## config.mk

```make
export PLATFORM = sky130hd
export DESIGN_NAME = fnd_page_scheduler_flat
export DESIGN_NICKNAME = d
export VERILOG_FILES = /design/src/rtl/fnd_pkg.sv /design/src/rtl/fnd_page_scheduler_if.sv /design/src/rtl/fnd_dwell_timer.sv /design/src/rtl/fnd_page_scheduler.sv /design/src/flat_wrapper.sv
export SDC_FILE = /design/constraint.sdc
export NUM_CORES = 1
export LEC_CHECK = 0
export BUFFER_PORTS_ARGS = -buffer_cell sky130_fd_sc_hd__buf_2
export CORE_UTILIZATION = 55
export CTS_BUF_LIST = sky130_fd_sc_hd__clkbuf_4
export CTS_CLUSTER_SIZE = 14
export DETAILED_ROUTE_END_ITERATION = 8
export PLACE_DENSITY = 0.84
export SLEW_MARGIN = 0
export SYNTH_ARGS = -nofsm -noshare
export SYNTH_HDL_FRONTEND = slang
export SYNTH_SLANG_ARGS = --single-unit
export TNS_END_PERCENT = 30
```

## constraint.sdc

```tcl
create_clock -name clk -period 5.09 [get_ports clk]
set_clock_uncertainty 0.05 [all_clocks]
set_input_delay 0.2545 -clock clk [delete_from_list [all_inputs] [get_ports clk]]
set_output_delay 0.2545 -clock clk [all_outputs]
set_load 0.01 [all_outputs]
```

## src/rtl/fnd_pkg.sv

```systemverilog
// Shared types and helpers for the FND page scheduler.
package fnd_pkg;

   localparam int DEF_NUM_PAGES = 6;
   localparam int DEF_DATA_W    = 8;

   typedef enum logic [1:0] {
      IDLE,
      MANUAL,
      AUTO_SHOW,
      AUTO_BLANK
   } state_t;

   // Returns {valid, idx}; valid needs exactly one bit set below n.
   function automatic logic [3:0] onehot_to_idx(
      input logic [6:0] oh,
      input int         n
   );
      logic [2:0] idx;
      int         cnt;
      idx = '0;
      cnt = 0;
      for (int i = 0; i < 7; i++) begin
         if (oh[i]) begin
            idx = 3'(i);
            cnt++;
         end
      end
      return {(cnt == 1) && (int'(idx) < n), idx};
   endfunction

endpackage

```

## src/rtl/fnd_page_scheduler_if.sv

```systemverilog
// Bus between the register bank side and the page scheduler.
interface fnd_page_scheduler_if #(
   parameter int NUM_PAGES = 6,
   parameter int DATA_W    = 8
);
   logic [6:0]                  sw;
   logic                        auto_en;
   logic                        hold;
   logic [NUM_PAGES*DATA_W-1:0] page_data;
   logic [DATA_W-1:0]           digit;
   logic [2:0]                  page_idx;
   logic                        blank;
   logic                        page_tick;

   modport master (
      output sw, auto_en, hold, page_data,
      input  digit, page_idx, blank, page_tick
   );

   modport slave (
      input  sw, auto_en, hold, page_data,
      output digit, page_idx, blank, page_tick
   );
endinterface

```

## src/rtl/fnd_dwell_timer.sv

```systemverilog
// Terminal-count timer with a runtime choice of dwell or blank limit.
module fnd_dwell_timer #(
   parameter int DWELL_CYCLES = 4,
   parameter int BLANK_CYCLES = 2,
   parameter int CW           = 2
) (
   input  logic clk,
   input  logic reset,
   input  logic en,
   input  logic clr,
   input  logic sel_blank,
   output logic tc
);
   localparam logic [CW-1:0] DWELL_LIM = CW'(DWELL_CYCLES - 1);
   localparam logic [CW-1:0] BLANK_LIM =
      CW'((BLANK_CYCLES > 0) ? BLANK_CYCLES - 1 : 0);

   logic [CW-1:0] cnt;
   logic [CW-1:0] lim;

   assign lim = sel_blank ? BLANK_LIM : DWELL_LIM;
   assign tc  = en && !clr && (cnt == lim);

   always_ff @(posedge clk) begin
      if (reset || clr) begin
         cnt <= '0;
      end else if (en) begin
         cnt <= tc ? '0 : cnt + 1'b1;
      end
   end
endmodule

```

## src/rtl/fnd_page_scheduler.sv

```systemverilog
// Chooses which status page drives the FND: manual one-hot or auto-rotate.
module fnd_page_scheduler
   import fnd_pkg::*;
#(
   parameter int NUM_PAGES    = DEF_NUM_PAGES,
   parameter int DATA_W       = DEF_DATA_W,
   parameter int DWELL_CYCLES = 100_000_000,
   parameter int BLANK_CYCLES = 10_000_000
) (
   input logic                  clk,
   input logic                  reset,
   fnd_page_scheduler_if.slave  bus
);
   localparam int MAXC0 =
      (DWELL_CYCLES > BLANK_CYCLES) ? DWELL_CYCLES : BLANK_CYCLES;
   localparam int MAXC = (MAXC0 > 2) ? MAXC0 : 2;
   localparam int CW   = $clog2(MAXC);
   localparam logic [2:0] LAST = 3'(NUM_PAGES - 1);

   state_t            state, nstate;
   logic [2:0]        pidx, npidx, adv;
   logic [DATA_W-1:0] digit_q, ndigit;
   logic              blank_q, tick_q, ntick;
   logic              sv;
   logic [2:0]        sidx;
   logic              tc, clr, in_auto;
   logic [DATA_W-1:0] pages [NUM_PAGES];

   for (genvar k = 0; k < NUM_PAGES; k++) begin : g_pg
      assign pages[k] = bus.page_data[k*DATA_W +: DATA_W];
   end

   assign {sv, sidx} = onehot_to_idx(bus.sw, NUM_PAGES);
   assign in_auto = (state == AUTO_SHOW) || (state == AUTO_BLANK);
   // Counter only runs while staying in an auto state.
   assign clr = sv || !bus.auto_en || !in_auto;

   fnd_dwell_timer #(
      .DWELL_CYCLES (DWELL_CYCLES),
      .BLANK_CYCLES (BLANK_CYCLES),
      .CW           (CW)
   ) u_timer (
      .clk       (clk),
      .reset     (reset),
      .en        (!bus.hold),
      .clr       (clr),
      .sel_blank (state == AUTO_BLANK),
      .tc        (tc)
   );

   always_comb begin
      nstate = state;
      npidx  = pidx;
      ntick  = 1'b0;
      adv    = (pidx == LAST) ? 3'd0 : pidx + 3'd1;
      if (sv) begin
         nstate = MANUAL;
         npidx  = sidx;
      end else begin
         unique case (state)
            IDLE: begin
               if (bus.auto_en) nstate = AUTO_SHOW;
            end
            MANUAL: begin
               nstate = bus.auto_en ? AUTO_SHOW : IDLE;
            end
            AUTO_SHOW: begin
               if (!bus.auto_en) begin
                  nstate = IDLE;
               end else if (tc) begin
                  if (BLANK_CYCLES > 0) begin
                     nstate = AUTO_BLANK;
                  end else begin
                     npidx = adv;
                     ntick = 1'b1;
                  end
               end
            end
            AUTO_BLANK: begin
               if (!bus.auto_en) begin
                  nstate = IDLE;
               end else if (tc) begin
                  nstate = AUTO_SHOW;
                  npidx  = adv;
                  ntick  = 1'b1;
               end
            end
            default: nstate = IDLE;
         endcase
      end
      ndigit = (nstate == IDLE) ? '0 : pages[npidx];
   end

   always_ff @(posedge clk) begin
      if (reset) begin
         state   <= IDLE;
         pidx    <= '0;
         digit_q <= '0;
         blank_q <= 1'b0;
         tick_q  <= 1'b0;
      end else begin
         state   <= nstate;
         pidx    <= npidx;
         digit_q <= ndigit;
         blank_q <= (nstate == AUTO_BLANK);
         tick_q  <= ntick;
      end
   end

   assign bus.digit     = digit_q;
   assign bus.page_idx  = pidx;
   assign bus.blank     = blank_q;
   assign bus.page_tick = tick_q;
endmodule

```

## src/flat_wrapper.sv

```systemverilog
// flat-port wrapper written by rule: the top's interface ports become plain ports
module fnd_page_scheduler_flat import fnd_pkg::*;
#(
   parameter int NUM_PAGES    = DEF_NUM_PAGES,
   parameter int DATA_W       = DEF_DATA_W,
   parameter int DWELL_CYCLES = 100_000_000,
   parameter int BLANK_CYCLES = 10_000_000
)
  (clk, reset, bus_sw, bus_auto_en, bus_hold, bus_page_data, bus_digit, bus_page_idx, bus_blank, bus_page_tick);
  fnd_page_scheduler_if #(.NUM_PAGES(NUM_PAGES), .DATA_W(DATA_W)) bus_i ();
  input logic clk;
  input logic reset;
  input wire logic [$bits(bus_i.sw)-1:0] bus_sw;
  input wire logic [$bits(bus_i.auto_en)-1:0] bus_auto_en;
  input wire logic [$bits(bus_i.hold)-1:0] bus_hold;
  input wire logic [$bits(bus_i.page_data)-1:0] bus_page_data;
  output wire logic [$bits(bus_i.digit)-1:0] bus_digit;
  output wire logic [$bits(bus_i.page_idx)-1:0] bus_page_idx;
  output wire logic [$bits(bus_i.blank)-1:0] bus_blank;
  output wire logic [$bits(bus_i.page_tick)-1:0] bus_page_tick;
  assign bus_i.sw = bus_sw;
  assign bus_i.auto_en = bus_auto_en;
  assign bus_i.hold = bus_hold;
  assign bus_i.page_data = bus_page_data;
  assign bus_digit = bus_i.digit;
  assign bus_page_idx = bus_i.page_idx;
  assign bus_blank = bus_i.blank;
  assign bus_page_tick = bus_i.page_tick;
  fnd_page_scheduler #(.NUM_PAGES(NUM_PAGES), .DATA_W(DATA_W), .DWELL_CYCLES(DWELL_CYCLES), .BLANK_CYCLES(BLANK_CYCLES)) u_core (.clk(clk), .reset(reset), .bus(bus_i));
endmodule
```

==> After elaboration in Yosys (flattened, before gate mapping) <==
Index checks and enable logic that the tools add are counted.
{ "totals": {"ff_bits": 42, "inputBits": 59, "word_cells": 73} }
{ "classes": {"addsub": 8, "n_lt_le_gt_ge": 2, "eq_ne": 7, "mux": 32, "bitwise": 3, "reduce_logical": 15} }
{ "op_table": {"columns": ["operator", "count"], "rows": [
  ["$mux 32", 6],
  ["$add 32x2->32 const B", 5],
  ["$mux 27", 2],
  ["$eq 32x2->1 const B", 1],
  ["$add 27x1->27 const B", 1],
  ["$eq 27x27->1", 1],
  ["$bmux 8 s3", 1],
  ["$mux 3", 8],
  ["$mux 2", 9],
  ["$mux 8", 2],
  ["$pmux 2 s4", 1],
  ["$eq 2x2->1 const B", 3],
  ["$ge 4x4->1 const B", 1],
  ["$logic_not 1->1", 4],
  ["$logic_not 2->1", 2],
  ["$logic_or 1x1->1", 4],
  ["$not 3->4", 1],
  ["$reduce_or 4->1", 1],
  ["$add 3x1->3 const B", 1],
  ["$eq 3x3->1 const B", 1],
  ["$logic_and 1x1->1", 3],
  ["$lt 3x3->1 const B", 1],
  ["$mux 1", 3],
  ["$add 1x1->2 const B", 1],
  ["3 further kinds", 4]
]} }

==> Longest topological paths before layout <==
{ "depth": {"word_depth": 28, "mapped_depth": 25} }

==> Cells and area by module <==
Synthesis repeated with hierarchy kept, for this count alone.
{ "unflattened": {"hier_cells": 334, "hier_area_um2": 2866.5} }
{ "by_module_without_submodules": {"columns": ["mod", "instances", "cells_each", "area_per_inst_um2", "seq_area_each_um2"], "rows": [
  ["fnd_dwell_timer", 1, 165, 1450.1, 540.5],
  ["fnd_page_scheduler", 1, 169, 1416.4, 300.3]
]} }

==> Worst setup path after synthesis <==
Ideal clock, no wire load.
{ "synth_timing": {"kind": "in2reg", "startpoint": "in bus_sw[0]", "endpoint": "reg u_core.digit_q[3] (netlist: u_core.bus.digit[3])", "setup_time_ns": 0.140, "arrival_ns": 4.470, "required_time_ns": 4.900, "setup_slack_ns": 0.431, "stages": 24, "cell_sequence": "inv_1 -> ha_1 -> xor2_2 -> ha_1 -> nand2b_1 -> o31ai_1 -> inv_1 -> ha_1 -> and2_1 -> or2_2 -> ha_1 -> nand2b_1 -> o31a_1 -> ha_1 -> nand2_1 -> xor2_1 -> o311a_1 -> o21bai_4 -> or4_4 -> buf_6 -> buf_6 -> and3_1 -> o211ai_1 -> a31oi_1"} }
{ "synth_via": {"elab_chain_cells": 28} }
{ "synth_lines": {"columns": ["element", "line_no", "source"], "rows": [
  ["start, declared", "flat_wrapper.sv:13", "input wire logic [$bits(bus_i.sw)-1:0] bus_sw;"],
  ["$mux 1 (*)", "fnd_pkg.sv:24", "if (oh[i]) begin"],
  ["$add 1x1->2", "fnd_pkg.sv:26", "cnt++;"],
  ["$mux 32 (*)", "fnd_pkg.sv:24", null],
  ["$add 32x2->32", "fnd_pkg.sv:26", null],
  ["$mux 32 (*)", "fnd_pkg.sv:24", null],
  ["$add 32x2->32", "fnd_pkg.sv:26", null],
  ["$mux 32 (*)", "fnd_pkg.sv:24", null],
  ["$add 32x2->32", "fnd_pkg.sv:26", null],
  ["[... 10 more ...]", null, null],
  ["$logic_and 1x1->1 (2 in series)", "fnd_dwell_timer.sv:22", "assign tc = en && !clr && (cnt == lim);"],
  ["$mux 3", "fnd_page_scheduler.sv:82", "end else if (tc) begin"],
  ["$mux 3", "fnd_page_scheduler.sv:80", "if (!bus.auto_en) begin"],
  ["$mux 3", null, null],
  ["$mux 3", "fnd_page_scheduler.sv:56", "if (sv) begin"],
  ["$not 3->4 (not written as such)", "fnd_page_scheduler.sv:91", "ndigit = (nstate == IDLE) ? '0 : pages[npidx];"],
  ["$bmux 8 s3", "fnd_page_scheduler.sv:91", null],
  ["$mux 8 (not written as such) (2 in series)", "fnd_page_scheduler.sv:91", null],
  ["end signal, assigned", "fnd_page_scheduler.sv:104", "digit_q <= ndigit;"],
  ["end, declared", "fnd_page_scheduler.sv:22", "logic [DATA_W-1:0] digit_q, ndigit;"]
]} }
Mark *: on every way between the ends. The rest lies on a longest branch, timed or not. The select of a mux whose other input is x is not followed.
A chain may end at the register's enable or synchronous reset.

==> Final worst setup path <==
Ends and elaborated chain as after synthesis.

==> results.py <==
metrics = {
    "timing": {
        "max_freq_ghz": 0.2104,
        "setup_viol": 0,
        "post-route-period-util_pct": 93.37,
        "hold_ws_ns": 0.08706,
        "finalHoldViolCount": 0,
        "slew_viol_final": 0,
        "tightestPinTransition_ns": 0.7564,
        "slew_headroom_pct": 48.27,
        "fin_crit_ns": 4.752,
        "rsz0062_at_grt": "no",
    },
    "synth": {
        "synth_area_sq_um": 2859,
        "synthSimpleGateAreaFrac_pct": 27.44,
        "syn_inst": 339,
        "synth_compound_area_share_pct": 21.44,
        "synth-adder-area-share_pct": 3.063,
        "synth_xor_area_share_pct": 12.87,
        "ys_types": 55,
        "yosys_register_bits": 42,
        "synth_area_per_cell_sq_um": 8.434,
        "synth_top_family_by_area": "simple AND/OR/NAND/NOR gates",
        "ys_warn_count": 0,
        "synthMuxAreaShare_pct": 1.444,
        "synth_nets": 405,
        "seq_area_frac_synth_pct": 29.41,
    },
    "place": {
        "post-dp-hpwl_microns": 4916,
        "place_area_sq_um": 3242,
        "finalWeightedCongestion": 0.8272,
        "io_buffer_count": 71,
    },
    "setup_path": {
        "path_max_fanout": 49,
        "critPathBufInv": 2,
        "cp.arrival_ns": 4.95,
        "cp_cell_sequence": "buf_2, ha_1, nor2b_1, or2_2, ha_1, nand2b_1, o31ai_1, inv_1, ha_1, and2_1, or2_2, ha_1, nand2b_1, o31a_1, ha_1, nand2_1, xor2_1, o311a_1, o21bai_4, or4_4, and3_1, o211ai_1, a31oi_1",
        "worstPathRequired_ns": 5.29,
        "cpMostUsedCell": "ha_1",
        "crit_type": "in -> reg",
        "end_kind": "register",
        "critPathTopFamily": "simple AND/OR/NAND/NOR gates",
        "slowest_delay_ns": 0.70,
        "slowest_stage": "or4_4",
        "cp-start-kind": "primary input",
    },
    "clocking": {
        "post_cts_buffers": 0,
        "cts_resized": 0,
        "path_clk_slew_ns": 0.14,
        "cts.path.max_buffers": 2,
        "holdBufCountCts": 0,
        "numCtsBuffers": 5,
        "clock_sinks": 42,
        "h-tree-depth": 2,
        "cts_tree": "yes",
        "insertion_delay_ns": 0.37,
        "root_buffer": "clkbuf_4",
    },
    "die": {
        "coreArea_sq_um": 4848,
        "dieArea_sq_um": 5491,
        "start_util_pct": 58.97,
        "rows": 25,
        "die_h_microns": 74.10,
        "ios": 72,
        "die_x_microns": 74.10,
    },
    "route": {
        "wl_per_cell_microns": 13.75,
        "post-route-drc-count": 0,
        "num_vias": 2634,
        "totalWireLength_microns": 6478,
        "vias_per_cell": 5.592,
        "first_pass_iters": 4,
        "drt-initial-drc-count": 150,
        "postRouteAntennaNets": 0,
    },
    "grt": {
        "overflow": 0,
        "grt_usage_pct": 25.33,
        "grt_pass1_vias": 2359,
        "grt_first_pass_wirelength_microns": 10760,
        "grt_max_degree": 50,
        "antenna_found_initial": 0,
    },
    "final_layout": {
        "synthToLayoutAreaGrowth_pct": 15.54,
        "nFillCells": 415,
        "fin_area_sq_um": 3303,
        "nNetsFinal": 469,
        "mostFrequentLayoutCell": "buf_2",
        "layout-drive-gt1-share_pct": 24.50,
        "diodes": 0,
        "final_cell_mix": "buf_2, dfxtp_1, nor2_1",
        "finish.utilization_pct": 68.13,
    },
    "power_and_ir_drop": {
        "finalPower_mw": 0.7997,
        "peakVddDrop_mv": 0.1629,
        "p_leak_nw": 1.348,
        "power_density_nw_per_um2": 242.1,
    },
    "job": {
        "cap_violations": 0,
    },
    "status": {
        "status": "completed",
    },
    "min_path": {
        "hold_class": "in -> reg",
    },
}
## synthesized netlist by cell type, drive strengths merged
library cell / n / area (sq um)
o31a: 1 / 8.760
o211ai: 25 / 192.7
or4: 2 / 18.77
nor4b: 2 / 17.52
nor2b: 5 / 31.28
a31oi: 10 / 62.56
a21boi: 24 / 180.2
a21oi: 1 / 5.000
and2: 6 / 37.54
xnor2: 15 / 138.9
nand4b: 1 / 8.760
o221ai: 1 / 8.760
nand4: 9 / 56.30
nand2b: 3 / 18.77
inv: 8 / 30.03
o21bai: 2 / 26.28
clkbuf: 9 / 33.78
nand2: 23 / 86.33
and3: 29 / 181.4
a2111oi: 3 / 63.81
o311a: 2 / 20.02
nor3b: 1 / 7.510
nor3: 1 / 5.000
xor2: 20 / 182.7
a211o: 1 / 8.760
and4: 4 / 35.03
nor4bb: 1 / 10.01
buf: 10 / 60.06
and4b: 1 / 10.01
mux2i: 3 / 30.03
xor3: 1 / 23.77
o31ai: 1 / 7.510
ha: 7 / 87.58
xnor3: 1 / 22.52
or2: 4 / 25.02
and3b: 1 / 8.760
nor2: 41 / 156.4
or4b: 2 / 20.02
dfxtp: 42 / 840.8
o21ai: 5 / 28.77
mux2: 1 / 11.26
nand3: 10 / 50.05
## final timing paths
kind | depth (start not counted) | endpoint | from | slack [ns]
max reg2reg | 7 | u_core.u_timer.cnt[0]$_SDFFE_PP0N_ | u_core.u_timer.cnt[8]$_SDFFE_PP0N_ | 2.07
min | 2 | u_core.bus.page_idx[0]$_SDFF_PP0_ | reset | 0.09
min reg2reg | 2 | u_core.u_timer.cnt[26]$_SDFFE_PP0N_ | u_core.u_timer.cnt[26]$_SDFFE_PP0N_ | 0.51
max | 23 | u_core.bus.digit[3]$_SDFF_PP0_ | bus_sw[0] | 0.34
## worst reg2reg max path, stage by stage, from the launching register on
cell	delay (ns)
dfxtp_1	0.38
or4b_1	0.54
a211o_1	0.33
a2111oi_0	0.72
o21ai_0	0.36
nand2_1	0.15
buf_4	0.28
nor2_1	0.11
## layer usage
layer  vias up  GRT usage, %  part of all wire (%)
met1      1191         32.11                    44
met3        12         6.098                   5.5
met4         0         9.402                   1.6
li1       1351             -                     -
met2        80         41.72                    49
met5         -             0                     0
## final cells by class
class	count	area, sq um	area share (%)
clock buffer	5	37.54	1.136
clock inverter	3	23.77	0.7197
inverter	8	30.03	0.9091
multi-input combinational	270	1894	57.35
sequential	42	840.8	25.45
tap	67	83.83	2.538
timing repair buffer	76	392.9	11.89
## per-stage QoR
step	cells	worst slack (ns)	TNS, ns
after global routing	471	0.1018	0
final	471	0.3377	0
after floorplan	339	0.4309	0
after CTS	471	0.3429	0
after detailed placement	463	-0.03375	-0.04972
after global placement	463	0.06875	0
## flip-flops by register name (all words and copies together), names as in the netlist
register              cells
u_core.bus.page_idx       3
u_core.bus.page_tick      1
u_core.bus.blank          1
u_core.bus.digit          8
u_core.u_timer.cnt       27
u_core.state              2
## cell families (layout without fill, tap and decap cells)
kind of cell / after synthesis / after routing
xor gates and xnor gates: 37 / 37
and+or+nand+nor: 146 / 146
DFF: 42 / 42
muxes: 4 / 4
buffers and inverters: 27 / 92
adders and majority gates: 7 / 7
AOI/OAI and AO/OA: 76 / 76
## power breakdown
part           switching (mW)  internal [mW]  total, mW
Clock                   0.121         0.0553      0.176
Sequential            0.00754          0.343      0.351
Combinational           0.150          0.122      0.272
Note: power is estimated with default switching activity, not from simulation.
